File: src/rtl/matrix_input_collector.sv
// Input-mode front end: synchronises and debounces the confirm/cancel buttons,
// collects matrix dimensions m and n and then m*n element values, streaming
// each accepted element to matrix storage over a single-cycle write port.
module matrix_input_collector #(
    parameter int DEBOUNCE_CYCLES = 1000000,
    parameter int MAX_DIM         = 5,
    parameter int MAX_VAL         = 9,
    parameter int ADDR_W          = 5
) (
    input  logic              clk,
    input  logic              rst_n,
    input  logic              enable,
    input  logic              btn_confirm,
    input  logic              btn_cancel,
    input  logic [7:0]        sw_data,
    output logic [7:0]        in_count,
    output logic              wr_en,
    output logic [ADDR_W-1:0] wr_addr,
    output logic [7:0]        wr_data,
    output logic [2:0]        dim_m,
    output logic [2:0]        dim_n,
    output logic              input_done,
    output logic              err_pulse
);

    localparam int CNT_W = (DEBOUNCE_CYCLES > 1) ? $clog2(DEBOUNCE_CYCLES) : 1;
    localparam logic [CNT_W-1:0] CNT_LAST = CNT_W'(DEBOUNCE_CYCLES - 1);

    typedef enum logic [2:0] {
        S_IDLE     = 3'd0,
        S_GET_M    = 3'd1,
        S_GET_N    = 3'd2,
        S_GET_ELEM = 3'd3,
        S_DONE     = 3'd4
    } state_t;

    state_t            state;
    logic [1:0]        btn_raw;
    logic [1:0]        press_evt;
    logic              cfm;
    logic              cxl;
    logic              legal_dim;
    logic              legal_val;
    logic [5:0]        prod;
    logic [ADDR_W-1:0] idx;
    logic [ADDR_W-1:0] target;

    // bit 0 = confirm, bit 1 = cancel
    assign btn_raw = {btn_cancel, btn_confirm};

    generate
        for (genvar b = 0; b < 2; b++) begin : g_btn
            logic             sync_p0;
            logic             sync_p1;
            logic             deb;
            logic             deb_d;
            logic             press;
            logic [CNT_W-1:0] cnt;

            // Two-flop synchroniser, stability counter and rising-edge detect of the debounced level
            always_ff @(posedge clk or negedge rst_n) begin
                if (!rst_n) begin
                    sync_p0 <= 1'b0;
                    sync_p1 <= 1'b0;
                    deb     <= 1'b0;
                    deb_d   <= 1'b0;
                    press   <= 1'b0;
                    cnt     <= '0;
                end else begin
                    sync_p0 <= btn_raw[b];
                    sync_p1 <= sync_p0;
                    deb_d   <= deb;
                    press   <= deb & ~deb_d;
                    if (sync_p1 == deb) begin
                        cnt <= '0;
                    end else if (cnt == CNT_LAST) begin
                        deb <= sync_p1;
                        cnt <= '0;
                    end else begin
                        cnt <= cnt + 1'b1;
                    end
                end
            end

            assign press_evt[b] = press;
        end
    endgenerate

    // Cancel takes precedence over a simultaneous confirm
    assign cxl = press_evt[1];
    assign cfm = press_evt[0] & ~press_evt[1];

    // Range checks use the full 8-bit switch value so e.g. 13 is not aliased to 5
    assign legal_dim = (sw_data >= 8'd1) && (sw_data <= 8'(MAX_DIM));
    assign legal_val = (sw_data <= 8'(MAX_VAL));
    assign prod      = {3'b000, dim_m} * {3'b000, sw_data[2:0]};

    // Entry state machine; all outputs are registered, strobes default low each cycle
    always_ff @(posedge clk or negedge rst_n) begin
        if (!rst_n) begin
            state      <= S_IDLE;
            in_count   <= 8'd0;
            wr_en      <= 1'b0;
            wr_addr    <= '0;
            wr_data    <= 8'd0;
            dim_m      <= 3'd0;
            dim_n      <= 3'd0;
            input_done <= 1'b0;
            err_pulse  <= 1'b0;
            idx        <= '0;
            target     <= '0;
        end else begin
            wr_en     <= 1'b0;
            err_pulse <= 1'b0;
            if (!enable) begin
                // Leaving input mode drops partial entry but keeps the last dimensions
                state      <= S_IDLE;
                in_count   <= 8'd0;
                idx        <= '0;
                input_done <= 1'b0;
            end else begin
                case (state)
                    S_IDLE: begin
                        state <= S_GET_M;
                    end
                    S_GET_M: begin
                        if (cfm) begin
                            if (legal_dim) begin
                                dim_m    <= sw_data[2:0];
                                in_count <= 8'd1;
                                state    <= S_GET_N;
                            end else begin
                                err_pulse <= 1'b1;
                            end
                        end
                    end
                    S_GET_N: begin
                        if (cxl) begin
                            in_count <= 8'd0;
                            state    <= S_GET_M;
                        end else if (cfm) begin
                            if (legal_dim) begin
                                dim_n    <= sw_data[2:0];
                                in_count <= 8'd2;
                                target   <= ADDR_W'(prod);
                                idx      <= '0;
                                state    <= S_GET_ELEM;
                            end else begin
                                err_pulse <= 1'b1;
                            end
                        end
                    end
                    S_GET_ELEM: begin
                        if (cxl) begin
                            if (idx != '0) begin
                                idx      <= idx - 1'b1;
                                in_count <= in_count - 8'd1;
                            end else begin
                                in_count <= 8'd1;
                                state    <= S_GET_N;
                            end
                        end else if (cfm) begin
                            if (legal_val) begin
                                wr_en    <= 1'b1;
                                wr_addr  <= idx;
                                wr_data  <= sw_data;
                                idx      <= idx + 1'b1;
                                in_count <= in_count + 8'd1;
                                if (idx == target - 1'b1) begin
                                    state      <= S_DONE;
                                    input_done <= 1'b1;
                                end
                            end else begin
                                err_pulse <= 1'b1;
                            end
                        end
                    end
                    S_DONE: begin
                        if (cxl) begin
                            in_count   <= 8'd0;
                            idx        <= '0;
                            input_done <= 1'b0;
                            state      <= S_GET_M;
                        end
                    end
                    default: begin
                        state <= S_IDLE;
                    end
                endcase
            end
        end
    end

endmodule

File: config.mk
export PLATFORM = sky130hd
export DESIGN_NAME = matrix_input_collector
export DESIGN_NICKNAME = d
export VERILOG_FILES = /design/src/rtl/matrix_input_collector.sv
export SDC_FILE = /design/constraint.sdc
export NUM_CORES = 1
export LEC_CHECK = 0
export CORE_MARGIN = 4
export CORE_UTILIZATION = 39
export DETAILED_ROUTE_END_ITERATION = 8
export GPL_TIMING_DRIVEN = 0
export HOLD_SLACK_MARGIN = 0.15
export PLACE_DENSITY = 0.65
export SYNTH_ARGS = -nofsm -noshare
export SYNTH_HDL_FRONTEND = slang
export SYNTH_SLANG_ARGS = --single-unit
File: constraint.sdc
create_clock -name clk -period 6.1 [get_ports clk]
set_input_delay 1.525 -clock clk [delete_from_list [all_inputs] [get_ports clk]]
set_output_delay 1.525 -clock clk [all_outputs]
set_load 0.005 [all_outputs]
==> results of run 1 <==
-- cells by family (layout without fill, tap and decap cells) --
group,Yosys count,count (layout),share of synthesized area (%)
compound gates,59,59,8.60
xor+xnor,52,52,9.21
fa+ha+maj,14,14,4.00
buf+inv,41,98,3.92
flops,93,93,47.1
mux,16,16,4.00
simple gates,226,226,23.2
-- cell usage in the layout (no fill, tap or decap), types with 10 or more instances in the layout --
master                            instances
sky130_fd_sc_hd__inv_1                   18
sky130_fd_sc_hd__mux2_2                  10
sky130_fd_sc_hd__clkdlybuf4s50_1         40
sky130_fd_sc_hd__nor2_1                  62
sky130_fd_sc_hd__xnor2_1                 29
sky130_fd_sc_hd__and2_1                  15
sky130_fd_sc_hd__nand2_1                 52
sky130_fd_sc_hd__nand3_1                 17
sky130_fd_sc_hd__nor3_1                  14
sky130_fd_sc_hd__nor4_1                  10
sky130_fd_sc_hd__dfrtp_1                 93
sky130_fd_sc_hd__o21ai_0                 14
sky130_fd_sc_hd__ha_1                    11
sky130_fd_sc_hd__nand4_1                 12
sky130_fd_sc_hd__xor2_1                  23
-- worst register-to-register path: stages (launching register included) --
cell and delay [ns]:
sky130_fd_sc_hd__dfrtp_1 0.37, sky130_fd_sc_hd__buf_2 0.21, sky130_fd_sc_hd__nand4b_1 0.13, sky130_fd_sc_hd__nor2_1 0.46, sky130_fd_sc_hd__a22o_1 0.41, sky130_fd_sc_hd__or2_1 0.16
sky130_fd_sc_hd__buf_6 0.13, sky130_fd_sc_hd__mux2_4 0.29
-- state kept, by name (all words and copies together) (netlist names), 2 cells and up --
name / cells
wr_data: 8
target: 5
idx: 5
dim_n: 3
g_btn.cnt: 40
g_btn.sync_p0: 2
g_btn.deb: 2
g_btn.deb_d: 2
in_count: 8
state: 3
g_btn.sync_p1: 2
wr_addr: 5
dim_m: 3
-- cells in the mapped netlist (10+ instances only) --
| cell type | n |
|---|---|
| sky130_fd_sc_hd__xor2_1 | 23 |
| sky130_fd_sc_hd__nand3_1 | 17 |
| sky130_fd_sc_hd__nor2_1 | 62 |
| sky130_fd_sc_hd__ha_1 | 11 |
| sky130_fd_sc_hd__nand2_1 | 52 |
| sky130_fd_sc_hd__nand4_1 | 12 |
| sky130_fd_sc_hd__nor4_1 | 10 |
| sky130_fd_sc_hd__mux2_2 | 10 |
| sky130_fd_sc_hd__and2_1 | 15 |
| sky130_fd_sc_hd__inv_1 | 18 |
| sky130_fd_sc_hd__o21ai_0 | 14 |
| sky130_fd_sc_hd__dfrtp_1 | 93 |
| sky130_fd_sc_hd__xnor2_1 | 29 |
| sky130_fd_sc_hd__nor3_1 | 14 |
-- power by group through the flow --
stage	Clock, W	Sequential, W	Combinational, W
after global routing	0.000555	0.000633	0.0000934
after floorplan	0	0.000642	0.0000459
after detailed placement	0	0.000644	0.0000836
after CTS	0.000532	0.000632	0.0000840
after global placement	0	0.000644	0.0000794
final	0.000512	0.000633	0.0000827
-- stage by stage --
| stage | setup WS [ns] | instance area (um^2) | utilization, % | power, W |
|---|---|---|---|---|
| after floorplan | 2.86 | 4950 | - | 0.000688 |
| after global placement | 0.127 | 5570 | 45.6 | 0.000723 |
| after detailed placement | 2.06 | 5590 | 45.8 | 0.000728 |
| final | 2.41 | 5860 | 48.0 | 0.00123 |
| after global routing | 2.30 | 5860 | 48.0 | 0.00128 |
| after CTS | 2.42 | 5860 | 48.0 | 0.00125 |
-- area by class of cell --
class,instances,area [um^2],area share (%)
timing repair buffer,42,435,7.43
multi-input combinational,367,2420,41.4
clock inverter,5,38.8,0.662
buffer,21,119,2.03
tap,168,210,3.59
sequential,93,2330,39.7
inverter,20,75.1,1.28
clock buffer,10,229,3.91
-- per-layer routing --
metal / routed length (um) / vias to the layer above / GRT usage [%]
met2: 5040 / 94 / 24.8
met5: 0 / - / 0
met3: 506 / 19 / 4.72
met4: 180 / 0 / 4.67
met1: 4830 / 1861 / 19.6
li1: - / 1836 / -
-- worst max-delay path by stage --
stage,from,end,slack [ns],cells after the start
after floorplan,sw_data[2],target[4],2.86,8
after global placement,rst_n,g_btn[0].cnt[15],0.13,1
after detailed placement,sw_data[2],target[4],2.06,9
after CTS,sw_data[2],target[4],2.42,9
after global routing,sw_data[2],target[4],2.30,9
final,sw_data[2],target[4],2.41,9
==> impl_results.md, run 1 <==
- Result of the run: finished clean
- Placer congestion estimate: between 0.8 and 0.9
- Routed vias/inst: about 5.2
- Die width: around 120 um
- Synthesized net count: around 530
- Sort of element at the end of the critical path: register
- Required time of the critical path: about 6.3 ns
- Number of input and output port buffers inserted: 41
- CTS tree: built
- Final net count: 581
- Total Wirelength: around 11000 um
- Worst hold slack across all endpoints: 0.347 ns
- Initial cell density of the core: 40.5%
- Relative contribution of sequential cells to total power: approximately 52%
- Crit-path leading delay family: adder cells
- I/O Pins: 43
- Via count of the first global-routing pass: ~3800
- GRT Total Usage: approximately 15%
- Fill cell count: 1178
- Clock-pin slew on the worst setup and hold paths: approximately 0.07 ns
- Buf/Inv on CP: 2
- CP max-delay cell: sky130_fd_sc_hd__clkdlybuf4s50_1
- Slew at the pin closest to its max-slew limit: between 0.7 and 0.8 ns
- Number of hold violations in the final report: 0
- Static Leakage: about 2.6 nW
- Buffer cell driving the clock tree root: sky130_fd_sc_hd__clkbuf_16
- Yosys Warn Count: 0
- Leftover overflow at the end of global routing: 0
- Unique masters post-synth: 60
- N_diodes: 0
- Total of endpoints with negative setup slack in the final report: 0
- First-pass DRT Iterations: 4
- Share of total power consumed by net switching: 24.0%
- Die Outline Area: around 15000 um^2
- Number of DRC markers in iteration 0: 259
- Max-Slew Margin vs Limit: 46.2%
- Data arrival time of the critical path: 3.91 ns
- First-pass GRT wire length: around 18000 um
- Die Height: ~120 um
- Average wire length per cell after detail routing: 14.5 um
- Setup repair after global routing missed its margin: false
- Hold path endpoint: g_btn[1].sync_p1
- # resized after CTS: 0
- Crit path cell chain: clkdlybuf4s50_1 > and2_1 > fa_1 > ha_1 > inv_1 > fa_1 > xor2_1 > xnor2_1 > a21oi_1
- Latest clock arrival within the worst-skew pair: ~0.34 ns
- Longest Clk Path Bufs: 2
- Largest fanout on the critical path: 9
- Count of mapped cells out of synthesis: 501
- Hold Crit Class: reg -> reg
- Ys flop type: sky130_fd_sc_hd__dfrtp_1
- Pin count of the biggest net entering global routing: 72
- Worst reg2reg startpoint: state[1]
- Cell with the most instances on the worst path: sky130_fd_sc_hd__fa_1
- Remaining routing DRC violations: 0
- Number of buffers inserted during clock tree synthesis: 9
- Highest ir drop seen on vdd: between 0.1 and 0.15 mV
- Slack of the worst reg-to-reg path: between 3 and 4 ns
- Post-DP HPWL: about 7400 um
- Share of synthesized area occupied by flip-flops and latches: a little under half
- Minimum clock period after layout: 3.69 ns
- Start-to-end type of the worst setup path: in -> reg
- Vias post-DR: approximately 3800
- Area of the mapped netlist: approximately 4900 um^2
- Hold wc startpoint: g_btn[1].sync_p0
- Highest clock frequency the design can meet: ~0.27 GHz
- Post-Syn Area per Cell: approximately 9.9 um^2
- Placed Cells: approximately 710
- Logic pwr share: between 6 and 7%
- Int Pwr: roughly 0.00093 W
- Number of pins with negative max-slew slack in the final report: 0
- Asr flop ratio synth: 100%
- Number of clock sinks: slightly above 90
- Number of max-cap violations: 0
- Number of flops mapped to enable cells by yosys: 0
- Final Skew: between 0.005 and 0.006 ns
- Cells taking the most area after synthesis: sky130_fd_sc_hd__dfrtp_1 (47%), sky130_fd_sc_hd__xnor2_1 (5.1%), sky130_fd_sc_hd__nor2_1 (4.7%)
- Share of power burned in the clock network: 41.7%
- Cell depth of the worst hold path: 0
- Antenna viol nets, final: 0
- Antenna violations before repair: 1
- Net switching power: just under 0.0003 W
- Layout Cells excl Fill: ~730
- Post-synthesis register bit count: 93
- Final critical-path share of the clock period: 60.5%
- Kind of launch point of the worst setup path: primary input
- Proportion of layout cells with a drive suffix above 1: 9.14%
- Terminus of the critical flop-to-flop path: in_count[0]
- Layout overhead on the synthesized area: 18.5%
- Core Rows: 40
- Number of H-tree levels: 3
- Delay of the slowest cell on the worst path: 0.58 ns
- Library cell occupying the most area in the post-synthesis netlist: sky130_fd_sc_hd__dfrtp_1
- Buffer count from post-CTS setup fixing: 0
- Power per Cell Area: 209 nW/um^2
- Yosys top cell area share: 47.1%
- Core footprint: around 12000 um^2
- Worst Reg-to-Reg Cells: 7
- Aggregate negative setup slack: 0 ns
- Number of hold buffers added after cts: 0
(Power assumes the default switching activity.)
==> run 2, diff against run 1 <==
--- a/config.mk
+++ b/config.mk
@@ -10,7 +10,7 @@
 export DETAILED_ROUTE_END_ITERATION = 8
 export GPL_TIMING_DRIVEN = 0
 export HOLD_SLACK_MARGIN = 0.15
-export PLACE_DENSITY = 0.65
+export PLACE_DENSITY = 0.67
 export SYNTH_ARGS = -nofsm -noshare
 export SYNTH_HDL_FRONTEND = slang
 export SYNTH_SLANG_ARGS = --single-unit
==> constraint.sdc (replaced) <==
create_clock -name clk -period 3.24 [get_ports clk]
set_input_delay 0.81 -clock clk [delete_from_list [all_inputs] [get_ports clk]]
set_output_delay 0.81 -clock clk [all_outputs]
set_load 0.005 [all_outputs]
==> run 2 against run 1 <==
Non-clock buffer count unchanged. Clock power rose by 110%. Utilization is 0.27 points higher. Highest routed layer unchanged. Critical path type unchanged. Largest power group unchanged. Total power increased by 97%. Final area increased by 0.56%. Die area did not move. Global-route usage down 0.20 points. Sequential power rose by 88%. Sequential cell count is the same.
==> impl_results.md, run 2 (synthesis results as in run 1) <==
- Setup repair after global routing missed its margin: false (unchanged)
- Max-Slew Margin vs Limit: 45.2% (was 46.2%)
- Core footprint: 12200 um^2 (unchanged)
- CP max-delay cell: sky130_fd_sc_hd__clkdlybuf4s50_1 (unchanged)
- Longest Clk Path Bufs: 2 (unchanged)
- First-pass DRT Iterations: 5 (was 4)
- Delay of the slowest cell on the worst path: 0.57 ns (was 0.58 ns)
- Number of hold buffers added after cts: 0 (unchanged)
- Antenna violations before repair: 0 (was 1)
- Initial cell density of the core: 40.5% (unchanged)
- GRT Total Usage: 15.1% (was 15.3%)
- Minimum clock period after layout: 2.96 ns
- Latest clock arrival within the worst-skew pair: 0.35 ns (was 0.34 ns)
- Worst hold slack across all endpoints: 0.350 ns (was 0.347 ns)
- Leading cell type in the layout, fill and taps excluded: sky130_fd_sc_hd__dfrtp_1 (unchanged)
- Number of buffers inserted during clock tree synthesis: 9 (unchanged)
- Post-DP HPWL: 7440 um (about the same)
- Pin count of the biggest net entering global routing: 73 (was 72)
- Largest registers in the final layout: g_btn.cnt: 40 flops, in_count: 8 flops, wr_data: 8 flops (unchanged)
- Number of DRC markers in iteration 0: 322 (was 259)
- Vias post-DR: 3814 (was 3810)
- Buffer cell driving the clock tree root: sky130_fd_sc_hd__clkbuf_16 (unchanged)
- Number of pins with negative max-slew slack in the final report: 0 (unchanged)
- Result of the run: finished clean (unchanged)
- Total of endpoints with negative setup slack in the final report: 0 (unchanged)
- Routed vias/inst: 5.25 (about the same)
- Clock-pin slew on the worst setup and hold paths: 0.07 ns (about the same)
- CTS tree: built (unchanged)
- Start-to-end type of the worst setup path: in -> reg (unchanged)
- Proportion of layout cells with a drive suffix above 1: 9.30% (was 9.14%)
- Total Wirelength: 10500 um (was 10600 um)
- Crit path cell chain: clkdlybuf4s50_1 > and2_1 > fa_1 > ha_1 > inv_1 > fa_1 > xor2_1 > xnor2_1 > a21oi_1 (unchanged)
- Data arrival time of the critical path: 3.19 ns (was 3.91 ns)
- Placer congestion estimate: 0.848 (was 0.849)
- Required time of the critical path: 3.47 ns (was 6.32 ns)
- Antenna viol nets, final: 0 (unchanged)
- Register containing the most flip-flops in the final layout: g_btn.cnt (unchanged)
- I/O Pins: 43 (unchanged)
- Number of hold violations in the final report: 0 (unchanged)
- Number of input and output port buffers inserted: 41 (unchanged)
- Final Skew: 0.00826 ns (was 0.00551 ns)
- Average wire length per cell after detail routing: 14.5 um (about the same)
- Number of clock sinks: 93 (unchanged)
- Core Rows: 40 (unchanged)
- Power per Cell Area: 410 nW/um^2 (was 209 nW/um^2)
- Layout overhead on the synthesized area: 19.1% (was 18.5%)
- N_diodes: 0 (unchanged)
- Cell with the most instances on the worst path: sky130_fd_sc_hd__fa_1 (unchanged)
- Number of max-cap violations: 0 (unchanged)
- Highest clock frequency the design can meet: approximately 0.34 GHz
- Final net count: 581 (unchanged)
- First-pass GRT wire length: 18000 um (was 18200 um)
- Number of H-tree levels: 3 (unchanged)
- Leftover overflow at the end of global routing: 0 (unchanged)
- Highest ir drop seen on vdd: 0.176 mV (was 0.108 mV)
- Final Total Pwr: 0.00241 W (was 0.00123 W)
- Die Height: 121 um (unchanged)
- Leading cell types in the layout, fill and taps excluded: sky130_fd_sc_hd__dfrtp_1 (93), sky130_fd_sc_hd__nor2_1 (62), sky130_fd_sc_hd__nand2_1 (52), sky130_fd_sc_hd__clkdlybuf4s50_1 (40), sky130_fd_sc_hd__xnor2_1 (29) (unchanged)
- Die width: 121 um (unchanged)
- Hold Crit Class: in -> async (was reg -> reg)
- # resized after CTS: 0 (unchanged)
- Flip-flop count of the largest register, all copies and words added: 40 (unchanged)
- Static Leakage: 2.58 nW (was 2.56 nW)
- Final critical-path share of the clock period: between 90% and 100%
- Via count of the first global-routing pass: 3815 (was 3771)
- Remaining routing DRC violations: 0 (unchanged)
- Kind of launch point of the worst setup path: primary input (unchanged)
- Slew at the pin closest to its max-slew limit: 0.816 ns (was 0.799 ns)
- Die Outline Area: 14500 um^2 (unchanged)
- Sort of element at the end of the critical path: register (unchanged)
- Fill cell count: 1148 (was 1178)
- Largest fanout on the critical path: 9 (unchanged)
- Buffer count from post-CTS setup fixing: 0 (unchanged)
-- run 2: layer usage --
| metal | vias to the layer above | wire [um] | global-route usage [%] |
|---|---|---|---|
| met5 | - | 0 | 0 |
| li1 | 1852 | - | - |
| met4 | 0 | 152 | 6.37 |
| met3 | 19 | 439 | 2.53 |
| met1 | 1849 | 4860 | 19.9 |
| met2 | 94 | 5090 | 24.6 |
-- run 2: path summary, 6_finish.rpt --
| check | start | end | slack (ns) | cells after the start |
|---|---|---|---|---|
| max in group asynchronous | rst_n | g_btn[0].cnt[16] | 2.25 | 2 |
| worst max-delay path | sw_data[2] | target[4] | 0.28 | 9 |
| worst min register to register | g_btn[1].sync_p0 | g_btn[1].sync_p1 | 0.35 | 0 |
| worst max register to register | state[1] | in_count[0] | 0.89 | 7 |
| min in group clk | g_btn[1].sync_p0 | g_btn[1].sync_p1 | 0.35 | 0 |
| worst min-delay path | rst_n | in_count[3] | 0.35 | 1 |
-- run 2: worst max-delay path: cells and delay by family --
family | cells | cell delay, ns
xor gates and xnor gates | 2 | 0.31
AOI/OAI and AO/OA | 1 | 0.08
adders and majority gates | 3 | 1.09
buffers and inverters | 2 | 0.62
and+or+nand+nor | 1 | 0.27
-- run 2: layout make-up --
type	instances	area (um^2)	area share, %
Multi-Input combinational cell	367	2420	41.2
Clock inverter	6	71.3	1.21
Sequential cell	93	2330	39.5
Tap cell	168	210	3.57
Timing Repair Buffer	42	435	7.39
Inverter	20	75.1	1.27
Clock buffer	10	229	3.89
Buffer	21	119	2.02
-- run 2: stage by stage --
| step | setup WS [ns] | setup TNS (ns) | utilization [%] | instances | instance area, um^2 |
|---|---|---|---|---|---|
| floorplan | 0.716 | 0 | - | 501 | 4950 |
| global placement | -2.04 | -189.25 | 45.6 | 710 | 5570 |
| detailed placement | -0.0705 | -0.0705 | 45.8 | 711 | 5590 |
| CTS | 0.274 | 0 | 48.2 | 727 | 5890 |
| global route | 0.138 | 0 | 48.2 | 727 | 5890 |
| finish | 0.284 | 0 | 48.2 | 727 | 5890 |
-- run 2: power breakdown --
| group | leakage, nW | internal [W] | switching (W) |
|---|---|---|---|
| registers | 1.27 | 0.00117 | 0.0000170 |
| clock network | 0.139 | 0.000603 | 0.000464 |
| logic | 1.17 | 0.0000645 | 0.0000908 |
